File: config.mk
export PLATFORM = sky130hd
export DESIGN_NAME = spi_cmd_ctrl
export DESIGN_NICKNAME = d
export VERILOG_FILES = /design/src/rtl/spi_cmd_pkg.sv /design/src/rtl/spi_cmd_ctrl.sv
export SDC_FILE = /design/constraint.sdc
export NUM_CORES = 1
export LEC_CHECK = 0
export BUFFER_PORTS_ARGS = -buffer_cell sky130_fd_sc_hd__buf_4
export CAP_MARGIN = 20
export CORE_MARGIN = 2
export CORE_UTILIZATION = 56
export DETAILED_ROUTE_END_ITERATION = 10
export PLACE_DENSITY = 0.8
export SETUP_SLACK_MARGIN = 0.3
export SYNTH_ARGS = -nofsm -noshare
export SYNTH_HDL_FRONTEND = slang
export SYNTH_SLANG_ARGS = --single-unit
File: constraint.sdc
create_clock -name clk_sys_i -period 1.9 [get_ports clk_sys_i]
set_input_delay 0.19 -clock clk_sys_i [delete_from_list [all_inputs] [get_ports clk_sys_i]]
set_output_delay 0.19 -clock clk_sys_i [all_outputs]
set_load 0.1 [all_outputs]
File: src/rtl/spi_cmd_pkg.sv
// spi_cmd_ctrl shared definitions: opcodes, FSM states, address-width bounds.
// Streaming build option: SPI_CMD_STREAM_EN.
package spi_cmd_pkg;

  localparam logic [3:0] OP_WRITE_AT   = 4'h8;
  localparam logic [3:0] OP_WRITE_NEXT = 4'h9;
  localparam logic [3:0] OP_READ_AT    = 4'hC;
  localparam logic [3:0] OP_READ_NEXT  = 4'hD;

  localparam int ADDR_W_MIN = 16;
  localparam int ADDR_W_MAX = 20;

  typedef enum logic [3:0] {
    S_IDLE,
    S_CMD,
    S_ADDR_HI,
    S_ADDR_LO,
    S_DATA,
    S_REQ,
    S_WAIT_ACK,
    S_STREAM,
    S_DISCARD
  } state_e;

  function automatic logic addr_width_ok(input int w);
    return (w >= ADDR_W_MIN) && (w <= ADDR_W_MAX);
  endfunction

  function automatic logic op_is_legal(input logic [3:0] op);
    return (op == OP_WRITE_AT)  || (op == OP_WRITE_NEXT) ||
           (op == OP_READ_AT)   || (op == OP_READ_NEXT);
  endfunction

endpackage

File: src/rtl/spi_cmd_ctrl.sv
// SPI command sequencer: parses framed command bytes into single bus accesses.
// Define SPI_CMD_STREAM_EN to repeat accesses for extra bytes in a frame.
module spi_cmd_ctrl
  import spi_cmd_pkg::*;
#(
  parameter int ADDR_WIDTH = 17
) (
  input  logic                  clk_sys_i,
  input  logic                  reset_i,
  input  logic                  cs_active_i,
  input  logic                  rx_valid_i,
  input  logic [7:0]            rx_byte_i,
  output logic [7:0]            tx_byte_o,
  output logic                  bus_req_o,
  output logic                  bus_we_o,
  output logic [ADDR_WIDTH-1:0] bus_addr_o,
  output logic [7:0]            bus_data_o,
  input  logic                  bus_ack_i,
  input  logic [7:0]            bus_data_i,
  output logic                  busy_o,
  output logic                  overrun_o
);

  if (!addr_width_ok(ADDR_WIDTH)) begin : g_bad_aw
    $error("spi_cmd_ctrl: ADDR_WIDTH out of range");
  end

  localparam logic [ADDR_WIDTH-1:0] ONE =
    {{(ADDR_WIDTH-1){1'b0}}, 1'b1};

`ifdef SPI_CMD_STREAM_EN
  localparam state_e S_AFTER = S_STREAM;
`else
  localparam state_e S_AFTER = S_DISCARD;
`endif

  state_e                state_q, state_d;
  logic [3:0]            op_q, op_d;
  logic [3:0]            bank_q, bank_d;
  logic [7:0]            hi_q, hi_d;
  logic [ADDR_WIDTH-1:0] addr_q, addr_d;
  logic [ADDR_WIDTH-1:0] last_q, last_d;
  logic [7:0]            data_q, data_d;
  logic                  we_q, we_d;
  logic [7:0]            tx_q, tx_d;
  logic                  ovr_q, ovr_d;
  logic                  cs_q;

  logic                  req_active;
  logic                  ack;
  state_e                after_ack;
  logic [ADDR_W_MAX-1:0] addr_full;

  // READ_NEXT has no operands, so its request is already live in CMD.
  assign req_active = (state_q == S_REQ) ||
                      (state_q == S_WAIT_ACK) ||
                      ((state_q == S_CMD) &&
                       (op_q == OP_READ_NEXT));
  assign ack        = bus_ack_i && req_active;
  assign after_ack  = cs_active_i ? S_AFTER : S_IDLE;
  assign addr_full  = {bank_q, hi_q, rx_byte_i};

  always_comb begin
    state_d = state_q;
    op_d    = op_q;
    bank_d  = bank_q;
    hi_d    = hi_q;
    addr_d  = addr_q;
    last_d  = last_q;
    data_d  = data_q;
    we_d    = we_q;
    tx_d    = tx_q;
    ovr_d   = ovr_q;

    if (cs_active_i && !cs_q) ovr_d = 1'b0;
    if (rx_valid_i && req_active) ovr_d = 1'b1;

    if (ack) begin
      last_d = addr_q;
      if (!we_q) tx_d = bus_data_i;
    end

    unique case (state_q)
      S_IDLE: begin
        if (cs_active_i && rx_valid_i) begin
          op_d    = rx_byte_i[7:4];
          bank_d  = rx_byte_i[3:0];
          state_d = S_CMD;
          if (op_is_legal(rx_byte_i[7:4])) begin
            we_d = ~rx_byte_i[6];
            if (rx_byte_i[4]) addr_d = last_q + ONE;
          end
        end
      end
      S_CMD: begin
        if (op_q == OP_READ_NEXT) begin
          state_d = ack ? after_ack : S_WAIT_ACK;
        end else if (!cs_active_i) begin
          state_d = S_IDLE;
        end else begin
          unique case (op_q)
            OP_WRITE_AT,
            OP_READ_AT:    state_d = S_ADDR_HI;
            OP_WRITE_NEXT: state_d = S_DATA;
            default:       state_d = S_DISCARD;
          endcase
        end
      end
      S_ADDR_HI: begin
        if (!cs_active_i) begin
          state_d = S_IDLE;
        end else if (rx_valid_i) begin
          hi_d    = rx_byte_i;
          state_d = S_ADDR_LO;
        end
      end
      S_ADDR_LO: begin
        if (!cs_active_i) begin
          state_d = S_IDLE;
        end else if (rx_valid_i) begin
          addr_d  = ADDR_WIDTH'(addr_full);
          state_d = we_q ? S_DATA : S_REQ;
        end
      end
      S_DATA: begin
        if (!cs_active_i) begin
          state_d = S_IDLE;
        end else if (rx_valid_i) begin
          data_d  = rx_byte_i;
          state_d = S_REQ;
        end
      end
      S_REQ,
      S_WAIT_ACK: begin
        state_d = ack ? after_ack : S_WAIT_ACK;
      end
`ifdef SPI_CMD_STREAM_EN
      S_STREAM: begin
        if (!cs_active_i) begin
          state_d = S_IDLE;
        end else if (rx_valid_i) begin
          addr_d  = last_q + ONE;
          if (we_q) data_d = rx_byte_i;
          state_d = S_REQ;
        end
      end
`endif
      S_DISCARD: begin
        if (!cs_active_i) state_d = S_IDLE;
      end
      default: state_d = S_IDLE;
    endcase
  end

  always_ff @(posedge clk_sys_i) begin
    if (reset_i) begin
      state_q <= S_IDLE;
      op_q    <= 4'h0;
      bank_q  <= 4'h0;
      hi_q    <= 8'h00;
      addr_q  <= '0;
      last_q  <= '0;
      data_q  <= 8'h00;
      we_q    <= 1'b0;
      tx_q    <= 8'h00;
      ovr_q   <= 1'b0;
      cs_q    <= 1'b0;
    end else begin
      state_q <= state_d;
      op_q    <= op_d;
      bank_q  <= bank_d;
      hi_q    <= hi_d;
      addr_q  <= addr_d;
      last_q  <= last_d;
      data_q  <= data_d;
      we_q    <= we_d;
      tx_q    <= tx_d;
      ovr_q   <= ovr_d;
      cs_q    <= cs_active_i;
    end
  end

  assign bus_req_o  = req_active;
  assign busy_o     = req_active;
  assign bus_we_o   = we_q;
  assign bus_addr_o = addr_q;
  assign bus_data_o = data_q;
  assign tx_byte_o  = tx_q;
  assign overrun_o  = ovr_q;

endmodule

==> results.sh, run 1 <==
export IMPL_hp_class="in -> reg"
export IMPL_grt_usage_pct=29.0
export IMPL_cts_tree="yes"
export IMPL_rrSetupSlack_ps=90
export IMPL_arrival_ps=2030
export IMPL_htree_levels=3
export IMPL_yosysTopAreaCell="dfxtp_1"
export IMPL_synthesis_area_mm2=0.00339
export IMPL_tightestPinTransition_ps=433
export IMPL_pwr_share_comb_pct=9.0
export IMPL_rows=28
export IMPL_leakage_nw=2.07
export IMPL_peakVddDrop_uv=520
export IMPL_cts_hold_buf=0
export IMPL_coreArea_mm2=0.00589
export IMPL_grt_max_degree=41
export IMPL_rsz0062_at_grt="true"
export IMPL_die_h_um=81.8
export IMPL_dieArea_mm2=0.00669
export IMPL_synth_common_cells="dfxtp_1 (70), nand2_1 (64), a21oi_1 (51), nor2_1 (40), nand3_1 (27)"
export IMPL_chipWidth_um=81.8
export IMPL_path_delay_family="simple AND/OR/NAND/NOR gates"
export IMPL_dpl_instance_area_mm2=0.00399
export IMPL_grt_overflow=0
export IMPL_start_util_pct=57.6
export IMPL_synth_edff_count=0
export IMPL_grt_pass1_vias=3106
export IMPL_wl_per_cell_um=20.5
export IMPL_path_buf_inv=3
export IMPL_swShare_pct=24.0
export IMPL_skew_ps=10.8
export IMPL_via_per_inst=6.32
export IMPL_whs_ps=102
export IMPL_fin_crit_ps=1810
export IMPL_slowest_delay_ps=350
export IMPL_portBuffers=57
export IMPL_first_pass_iters=5
export IMPL_diodes=0
export IMPL_synth_top_area_share_pct=41.3
export IMPL_cts_root_buf="clkbuf_8"
export IMPL_crit_path_start_kind="flop"
export IMPL_internal_power_w=0.00227
export IMPL_vias=3717
export IMPL_dp_hpwl_um=5790
export IMPL_maxCapViolations=0
export IMPL_postSynthAreaPerCell_um2=8.29
export IMPL_n_fill_cell=323
export IMPL_ios=58
export IMPL_synth_distinct_cells=51
export IMPL_max_freq_mhz=552
export IMPL_drt_wl_total_um=12100
export IMPL_clk_latency_ps=340
export IMPL_seqCellArea_mm2=0.00144
export IMPL_synthCells=409
export IMPL_crit_path_end_kind="flop"
export IMPL_gp_routability_congestion=0.864
export IMPL_status="completed"
export IMPL_yosysWarnings=0
export IMPL_grt_pass1_wl_um=14800
export IMPL_cts_path_max_buffers=2
export IMPL_synth_ff_type="dfxtp_1"
export IMPL_clkTransAtPathRegs_ps=80
export IMPL_drc_errors=0
export IMPL_cts_sinks=70
export IMPL_areaGrowthSynthToFinish_pct=44.4
export IMPL_finalHoldViolCount=0
export IMPL_seq_area_frac_synth_pct=41.3
export IMPL_numCtsBuffers=9
export IMPL_crit_fanout=6
export IMPL_layout_drive_gt1_share_pct=37.2
export IMPL_fin_area_mm2=0.00489
export IMPL_clock_power_share_pct=41.4
export IMPL_yosysMostFrequentCell="dfxtp_1"
export IMPL_synth_fp_nets=431
export IMPL_multi_input_area_mm2=0.00208
export IMPL_switchingPower_w=0.000719
export IMPL_setup_viol=0
export IMPL_ant_nets=0
export IMPL_grt_antenna_before_repair=0
export IMPL_drtIter0Drc=478
export IMPL_ys_ff_latch=70
export IMPL_crit_slowest_cell="dfxtp_2"
export IMPL_crit_type="reg -> reg"
export IMPL_slew_headroom_pct=70.9
export IMPL_synth_area_leaders="dfxtp_1 (41%), a21oi_1 (7.5%), nand2_1 (7.1%)"
export IMPL_nets=533
export IMPL_finalMaxSlewViolations=0
export IMPL_async_flop_share_pct=0
export IMPL_path_cells="and2b_1 -> buf_6 -> and4b_2 -> o21ai_4 -> buf_12 -> clkbuf_16 -> mux2i_1 -> nor2_1"
export IMPL_powerDensity_mw_per_mm2=611
export IMPL_critPathRequiredTime_ps=2120
export IMPL_period_share_pct=95.4
export IMPL_sequentialPowerShare_pct=49.6
## worst reg2reg max path, stage by stage, from the launching register on
cell       delay, ps
dfxtp_2          350
and2b_1          200
buf_6            130
and4b_2          240
o21ai_4          170
buf_12           140
clkbuf_16        170
mux2i_1          230
nor2_1            60
## state kept, by name (all words and copies together), names as in the netlist
register and count:
bus_addr_o 17, last_q 17, bus_data_o 8, hi_q 8, tx_byte_o 8, op_q 4, state_q 4, bank_q 1
bus_we_o 1, cs_q 1, overrun_o 1
## power groups by stage
stage / clock network, W / registers, W / logic (W)
after floorplan: 0 / 0.00153 / 0.000104
after global placement: 0 / 0.00152 / 0.000199
after detailed placement: 0 / 0.00152 / 0.000204
after CTS: 0.00122 / 0.00148 / 0.000219
after global routing: 0.00130 / 0.00148 / 0.000279
final: 0.00124 / 0.00148 / 0.000269
## repair_timing
item	4_1_cts	5_1_grt
setup buffers	13	18
endpoints found under the setup margin	44	64
gates resized for setup	33	61
pin swaps	8	22
cloned	1	6
## per-stage QoR
stage               TNS (ps)  instances  total power (W)  setup slack, ps  utilization [%]
global route               0        588          0.00306             41.4             83.1
finish                     0        588          0.00299             87.3             83.1
CTS                        0        564          0.00293              179             75.0
detailed placement     -4.14        537          0.00172            -4.14             67.8
global placement           0        537          0.00172             36.5             67.8
floorplan                  0        409          0.00163             79.8                -
## placed cells by master (no fill, tap or decap), types with 3 or more instances in the layout
cell type,instances
buf_4,98
nand2_1,60
dfxtp_1,53
a21oi_1,48
nor2_1,39
nand3_1,26
mux2i_1,18
xnor2_1,14
clkbuf_8,12
a211o_1,11
dfxtp_2,10
buf_6,10
dfxtp_4,7
o21ai_4,6
o21ai_1,6
inv_1,5
buf_12,5
nor3_4,4
nor2b_1,4
o211ai_1,4
nor4_4,4
clkbuf_16,4
nand4_4,3
nor3_1,3
nand2_2,3
a22oi_1,3
or3_1,3
o21ai_2,3
a21oi_2,3
## path summary, 6_finish.rpt
check                                endpoint           from  cells after the start
worst max-delay path               last_q[16]     state_q[3]                      8
worst min-delay path             tx_byte_o[5]  bus_data_i[5]                      3
worst max register to register     last_q[16]     state_q[3]                      8
worst min register to register  bus_data_o[7]  bus_data_o[7]                      2
## routing by layer
metal  share of wire [%]  vias up  routed length [µm]  GRT usage (%)
li1                    -     1635                   -              -
met1                  38     1740                4540           36.6
met2                  48      278                5760           48.3
met3                 9.7       64                1170           6.48
met4                 4.8        0                 576           10.8
met5                   0        -                   0              0
## layout make-up
class	count	share of cell area [%]
Clock buffer	12	3.38
Sequential cell	70	29.4
Clock inverter	1	0.614
Multi-Input combinational cell	307	42.5
Timing Repair Buffer	118	21.7
Tap cell	75	1.92
Inverter	5	0.384
## kinds of logic (layout without fill, tap and decap cells)
| group | count (synthesis) | count (layout) | share of synthesized area [%] |
|---|---|---|---|
| AND/OR/NAND/NOR | 169 | 169 | 24.5 |
| AO/OA/AOI/OAI | 97 | 99 | 17.6 |
| flip-flops | 70 | 70 | 41.3 |
| buffers and inverters | 34 | 136 | 5.57 |
| multiplexers | 21 | 21 | 6.24 |
| XOR/XNOR | 16 | 16 | 4.13 |
| adder cells (fa/ha/maj) | 2 | 2 | 0.664 |
Note: power is estimated with default switching activity, not from simulation.
==> run 2: changes to the inputs <==
--- a/config.mk
+++ b/config.mk
@@ -10,8 +10,9 @@
 export CORE_MARGIN = 2
 export CORE_UTILIZATION = 56
 export DETAILED_ROUTE_END_ITERATION = 10
+export MAX_ROUTING_LAYER = met4
 export PLACE_DENSITY = 0.8
-export SETUP_SLACK_MARGIN = 0.3
+export SETUP_SLACK_MARGIN = 0.05
 export SYNTH_ARGS = -nofsm -noshare
 export SYNTH_HDL_FRONTEND = slang
 export SYNTH_SLANG_ARGS = --single-unit
==> run 2 against run 1 <==
  * Combinational power is 28% lower
  * Core utilization is 11 points lower
  * Worst setup slack better by 44 ps
  * Cell area is 13% lower
  * Global-route usage is 2.3 points lower
  * Hold slack worse by 13 ps
  * Routed wire length is 29% lower
  * First-iteration DRC count is 46% lower
  * Flip-flop and latch count stayed put
  * Critical path type is now reg -> out
==> results.sh, run 2 (synthesis gave the netlist of run 1 again) <==
export IMPL_critPathRequiredTime_ps=1710
export IMPL_grt_overflow=0
export IMPL_htree_levels=3
export IMPL_areaGrowthSynthToFinish_pct=25.1
export IMPL_cts_tree="yes"
export IMPL_nets=490
export IMPL_dieArea_mm2=0.00669
export IMPL_finalHoldViolCount=0
export IMPL_start_util_pct=57.6
export IMPL_crit_path_start_kind="flop"
export IMPL_gp_routability_congestion=0.886
export IMPL_cts_root_buf="clkbuf_8"
export IMPL_crit_type="reg -> out"
export IMPL_setup_viol=0
export IMPL_chipWidth_um=81.8
export IMPL_cts_path_max_buffers=2
export IMPL_drt_wl_total_um=8510
export IMPL_grt_pass1_wl_um=13100
export IMPL_layout_drive_gt1_share_pct=24.1
export IMPL_period_share_pct=93.1
export IMPL_tightestPinTransition_ps=354
export IMPL_first_pass_iters=5
export IMPL_vias=3174
export IMPL_final_common_cell="buf_4"
export IMPL_rsz0062_at_grt="false"
export IMPL_via_per_inst=5.79
export IMPL_die_h_um=81.8
export IMPL_whs_ps=88.6
export IMPL_skew_ps=9.90
export IMPL_rows=28
export IMPL_drtIter0Drc=258
export IMPL_arrival_ps=1580
export IMPL_hp_class="in -> reg"
export IMPL_finalMaxSlewViolations=0
export IMPL_grt_antenna_before_repair=0
export IMPL_grt_max_degree=33
export IMPL_coreArea_mm2=0.00589
export IMPL_grt_pass1_vias=2726
export IMPL_wl_per_cell_um=15.5
export IMPL_peakVddDrop_uv=512
export IMPL_clk_latency_ps=350
export IMPL_numCtsBuffers=9
export IMPL_cts_sinks=70
export IMPL_slew_headroom_pct=76.2
export IMPL_ant_nets=0
export IMPL_crit_fanout=10
export IMPL_max_freq_mhz=565
export IMPL_portBuffers=57
export IMPL_grt_usage_pct=26.7
export IMPL_crit_path_end_kind="output port"
export IMPL_fin_crit_ps=1770
export IMPL_diodes=0
export IMPL_leakage_nw=1.73
export IMPL_ios=58
export IMPL_status="completed"
export IMPL_maxCapViolations=0
export IMPL_clkTransAtPathRegs_ps=70
export IMPL_mostFrequentLayoutCells="buf_4 (70), dfxtp_1 (67), nand2_1 (64)"
export IMPL_dp_hpwl_um=5770
export IMPL_powerDensity_mw_per_mm2=720
export IMPL_fin_setup_tns_ps=0
export IMPL_drc_errors=0
## run 2: cell count changes in the layout (fill, tap and decap cells not counted), moves of 5 or more
cell | previous run | this run
dfxtp_4 | 7 | 0
dfxtp_2 | 10 | 3
buf_4 | 98 | 70
dfxtp_1 | 53 | 67
o21ai_4 | 6 | 1
o21ai_1 | 6 | 0
buf_6 | 10 | 3
o21ai_0 | 2 | 12
## run 2: final timing paths
path                                    start              to  slack, ps  cells past startpoint
worst min-delay path            bus_data_i[7]    tx_byte_o[7]         90                      3
worst min register to register  bus_data_o[7]   bus_data_o[7]        460                      2
worst max-delay path               state_q[1]          busy_o        130                      6
worst max register to register      last_q[1]  bus_addr_o[16]        150                      6
## run 2: repair_timing
item,CTS,global route
buffers inserted,0,2
hold endpoints to repair,0,0
hold buffers,0,0
pin swaps,1,2
endpoints found under the setup margin,3,5
resized for setup,9,10
## run 2: layer usage
layer | vias to the layer above | part of all wire (%) | track usage [%]
li1 | 1540 | - | -
met1 | 1499 | 43 | 33.1
met2 | 123 | 49 | 42.6
met3 | 12 | 6.6 | 5.93
met4 | 0 | 1.3 | 9.83
met5 | - | 0 | -
## run 2: critical path, cell delays in order (launching register included)
cell and delay, ps:
dfxtp_2 330, buf_6 140, nor2_4 110, buf_6 120, nand3_4 80, o21ai_4 240
buf_12 210
## run 2: layout make-up
class / count / area, µm²
fill: 456 / 1640
clock inverter: 5 / 81.3
sequential: 70 / 1410
clock buffer: 11 / 151
multi-input combinational: 305 / 1850
inverter: 5 / 18.8
timing repair buffer: 77 / 639
tap: 75 / 93.8
## run 2: power by group
group | switching, W | total (W) | internal (W)
Sequential | 0.0000105 | 0.00149 | 0.00148
Clock | 0.000561 | 0.00137 | 0.000810
Combinational | 0.000121 | 0.000195 | 0.0000737
Total | 0.000692 | 0.00305 | 0.00236
## run 2: through the flow
| step | area (µm²) | total power, W | util (%) | setup slack, ps | instances |
|---|---|---|---|---|---|
| after floorplan | 3430 | 0.00163 | - | 55.7 | 409 |
| after detailed placement | 3920 | 0.00171 | 66.6 | 54.1 | 530 |
| after global placement | 3920 | 0.00171 | 66.6 | 172 | 530 |
| final | 4240 | 0.00305 | 72.1 | 131 | 548 |
| after global routing | 4240 | 0.00315 | 72.1 | 42.8 | 548 |
| after CTS | 4200 | 0.00307 | 71.3 | 62.0 | 546 |
==> run 3: changes to the inputs <==
--- a/config.mk
+++ b/config.mk
@@ -7,11 +7,13 @@
 export LEC_CHECK = 0
 export BUFFER_PORTS_ARGS = -buffer_cell sky130_fd_sc_hd__buf_4
 export CAP_MARGIN = 20
+export CELL_PAD_IN_SITES_DETAIL_PLACEMENT = 1
+export CELL_PAD_IN_SITES_GLOBAL_PLACEMENT = 2
 export CORE_MARGIN = 2
-export CORE_UTILIZATION = 56
+export CORE_UTILIZATION = 33
 export DETAILED_ROUTE_END_ITERATION = 10
 export MAX_ROUTING_LAYER = met4
-export PLACE_DENSITY = 0.8
+export PLACE_DENSITY_LB_ADDON = 0.1
 export SETUP_SLACK_MARGIN = 0.05
 export SYNTH_ARGS = -nofsm -noshare
 export SYNTH_HDL_FRONTEND = slang
==> constraint.sdc (replaced) <==
create_clock -name clk_sys_i -period 1.9 [get_ports clk_sys_i]
set_input_delay 0.38 -clock clk_sys_i [delete_from_list [all_inputs] [get_ports clk_sys_i]]
set_output_delay 0.38 -clock clk_sys_i [all_outputs]
set_load 0.1 [all_outputs]
==> run 3 against run 2 <==
  * Count of clock-buffer cells in the layout stayed put
  * Maximum frequency fell by 5.4%
  * Via count is 0.13% lower
  * Die area up 66%
  * Clock skew shrank 1.0 ps
  * First-iteration DRC count fell by 65%
  * Hold slack better by 170 ps
  * Cell area increased by 3.5%
  * Global-route usage down 7.0 points
  * Combinational power up 16%
  * Sequential share of layout area shrank 0.92 points
  * Largest cell class unchanged
  * Largest power group unchanged
==> results.sh, run 3 (synthesis gave the netlist of run 1 again) <==
export IMPL_leakage_nw=1.77
export IMPL_grt_usage_pct=19.7
export IMPL_finalHoldViolCount=0
export IMPL_critPathRequiredTime_ps=1520
export IMPL_period_share_pct=98.4
export IMPL_slowest_delay_ps=330
export IMPL_crit_fanout=3
export IMPL_path_buf_inv=1
export IMPL_path_delay_family="simple AND/OR/NAND/NOR gates"
export IMPL_cts_tree="yes"
export IMPL_nets=502
export IMPL_fin_cells=618
export IMPL_ios=58
export IMPL_numCtsBuffers=9
export IMPL_layout_drive_gt1_share_pct=26.8
export IMPL_wl_per_cell_um=16.5
export IMPL_via_per_inst=5.13
export IMPL_clk_latency_ps=360
export IMPL_grt_pass1_wl_um=16700
export IMPL_areaGrowthSynthToFinish_pct=29.5
export IMPL_max_freq_mhz=535
export IMPL_peakVddDrop_uv=278
export IMPL_powerDensity_mw_per_mm2=651
export IMPL_clkTransAtPathRegs_ps=80
export IMPL_finalMaxSlewViolations=0
export IMPL_status="completed"
export IMPL_grt_max_degree=31
export IMPL_drc_errors=0
export IMPL_grt_overflow=0
export IMPL_die_h_um=105
export IMPL_skew_ps=8.90
export IMPL_cts_path_max_buffers=2
export IMPL_vias=3170
export IMPL_ant_nets=0
export IMPL_hp_class="in -> reg"
export IMPL_dieArea_mm2=0.0111
export IMPL_chipWidth_um=105
export IMPL_dp_cells=593
export IMPL_grt_antenna_before_repair=0
export IMPL_cts_root_buf="clkbuf_8"
export IMPL_rows=36
export IMPL_start_util_pct=34.4
export IMPL_n_fill_cell=1173
export IMPL_path_cells="and2b_2 -> nand3_4 -> o21ai_4 -> buf_12"
export IMPL_maxCapViolations=0
export IMPL_first_pass_iters=4
export IMPL_fin_crit_ps=1870
export IMPL_crit_path_start_kind="flop"
export IMPL_crit_type="reg -> out"
export IMPL_slew_headroom_pct=75.4
export IMPL_final_common_cell="buf_4"
export IMPL_htree_levels=3
export IMPL_drt_wl_total_um=10200
export IMPL_coreArea_mm2=0.00986
export IMPL_gp_routability_congestion=0.794
export IMPL_arrival_ps=1490
export IMPL_rsz0062_at_grt="true"
export IMPL_tightestPinTransition_ps=369
export IMPL_cts_sinks=70
export IMPL_whs_ps=262
export IMPL_dp_hpwl_um=7180
export IMPL_portBuffers=57
export IMPL_crit_path_end_kind="output port"
export IMPL_drtIter0Drc=90
export IMPL_mostFrequentLayoutCells="buf_4 (83), dfxtp_1 (66), nand2_1 (64)"
export IMPL_crit_slowest_cell="dfxtp_2"
export IMPL_diodes=0
export IMPL_grt_pass1_vias=3158
export IMPL_setup_viol=0
[run 3: final timing paths]
kind	start	endpoint	slack, ps	cells past startpoint
hold / removal	bus_data_i[2]	tx_byte_o[2]	260	3
hold reg to reg	hi_q[1]	hi_q[1]	460	2
setup / recovery	state_q[3]	busy_o	30	4
setup reg to reg	state_q[1]	bus_addr_o[10]	160	7
[run 3: layout make-up]
class / count / area [µm²] / share of cell area (%)
Tap cell: 133 / 166 / 3.79
Multi-Input combinational cell: 305 / 1870 / 42.6
Clock inverter: 5 / 33.8 / 0.769
Timing Repair Buffer: 89 / 734 / 16.7
Clock buffer: 11 / 151 / 3.45
Inverter: 5 / 18.8 / 0.427
Sequential cell: 70 / 1410 / 32.2
[run 3: repair_timing]
action                                  CTS  global route
endpoints found under the setup margin    2            28
buffers inserted                          6             3
hold buffers                              0             0
endpoints found under the hold margin     0             0
pin swaps                                 2             1
resized for setup                        15            10
[run 3: where the power goes]
part | switching (W) | internal (W)
sequential | 0.0000112 | 0.00147
clock | 0.000606 | 0.000542
combinational | 0.000136 | 0.0000902
[run 3: metal layers]
layer / vias up / GRT usage, % / part of all wire [%]
met2: 54 / 31.0 / 48
met1: 1533 / 25.7 / 47
met3: 9 / 2.78 / 3.8
li1: 1574 / - / -
met5: - / - / 0
met4: 0 / 7.43 / 1.2
[run 3: through the flow]
stage          total power [W]  setup WS, ps  utilization (%)  area, µm²  setup TNS [ps]
4_1_cts                0.00288          48.0             43.9       4330               0
6_report               0.00286          29.7             44.5       4390               0
2_1_floorplan          0.00163          -110                -       3430            -110
5_1_grt                0.00299         -21.0             44.5       4390           -39.3
3_3_place_gp           0.00173           202             41.0       4050               0
3_5_place_dp           0.00173           150             41.0       4050               0
[run 3: worst min-delay path, cell delays in order]
cell and delay (ps):
buf_4 110, nand2_1 40, a21oi_1 50
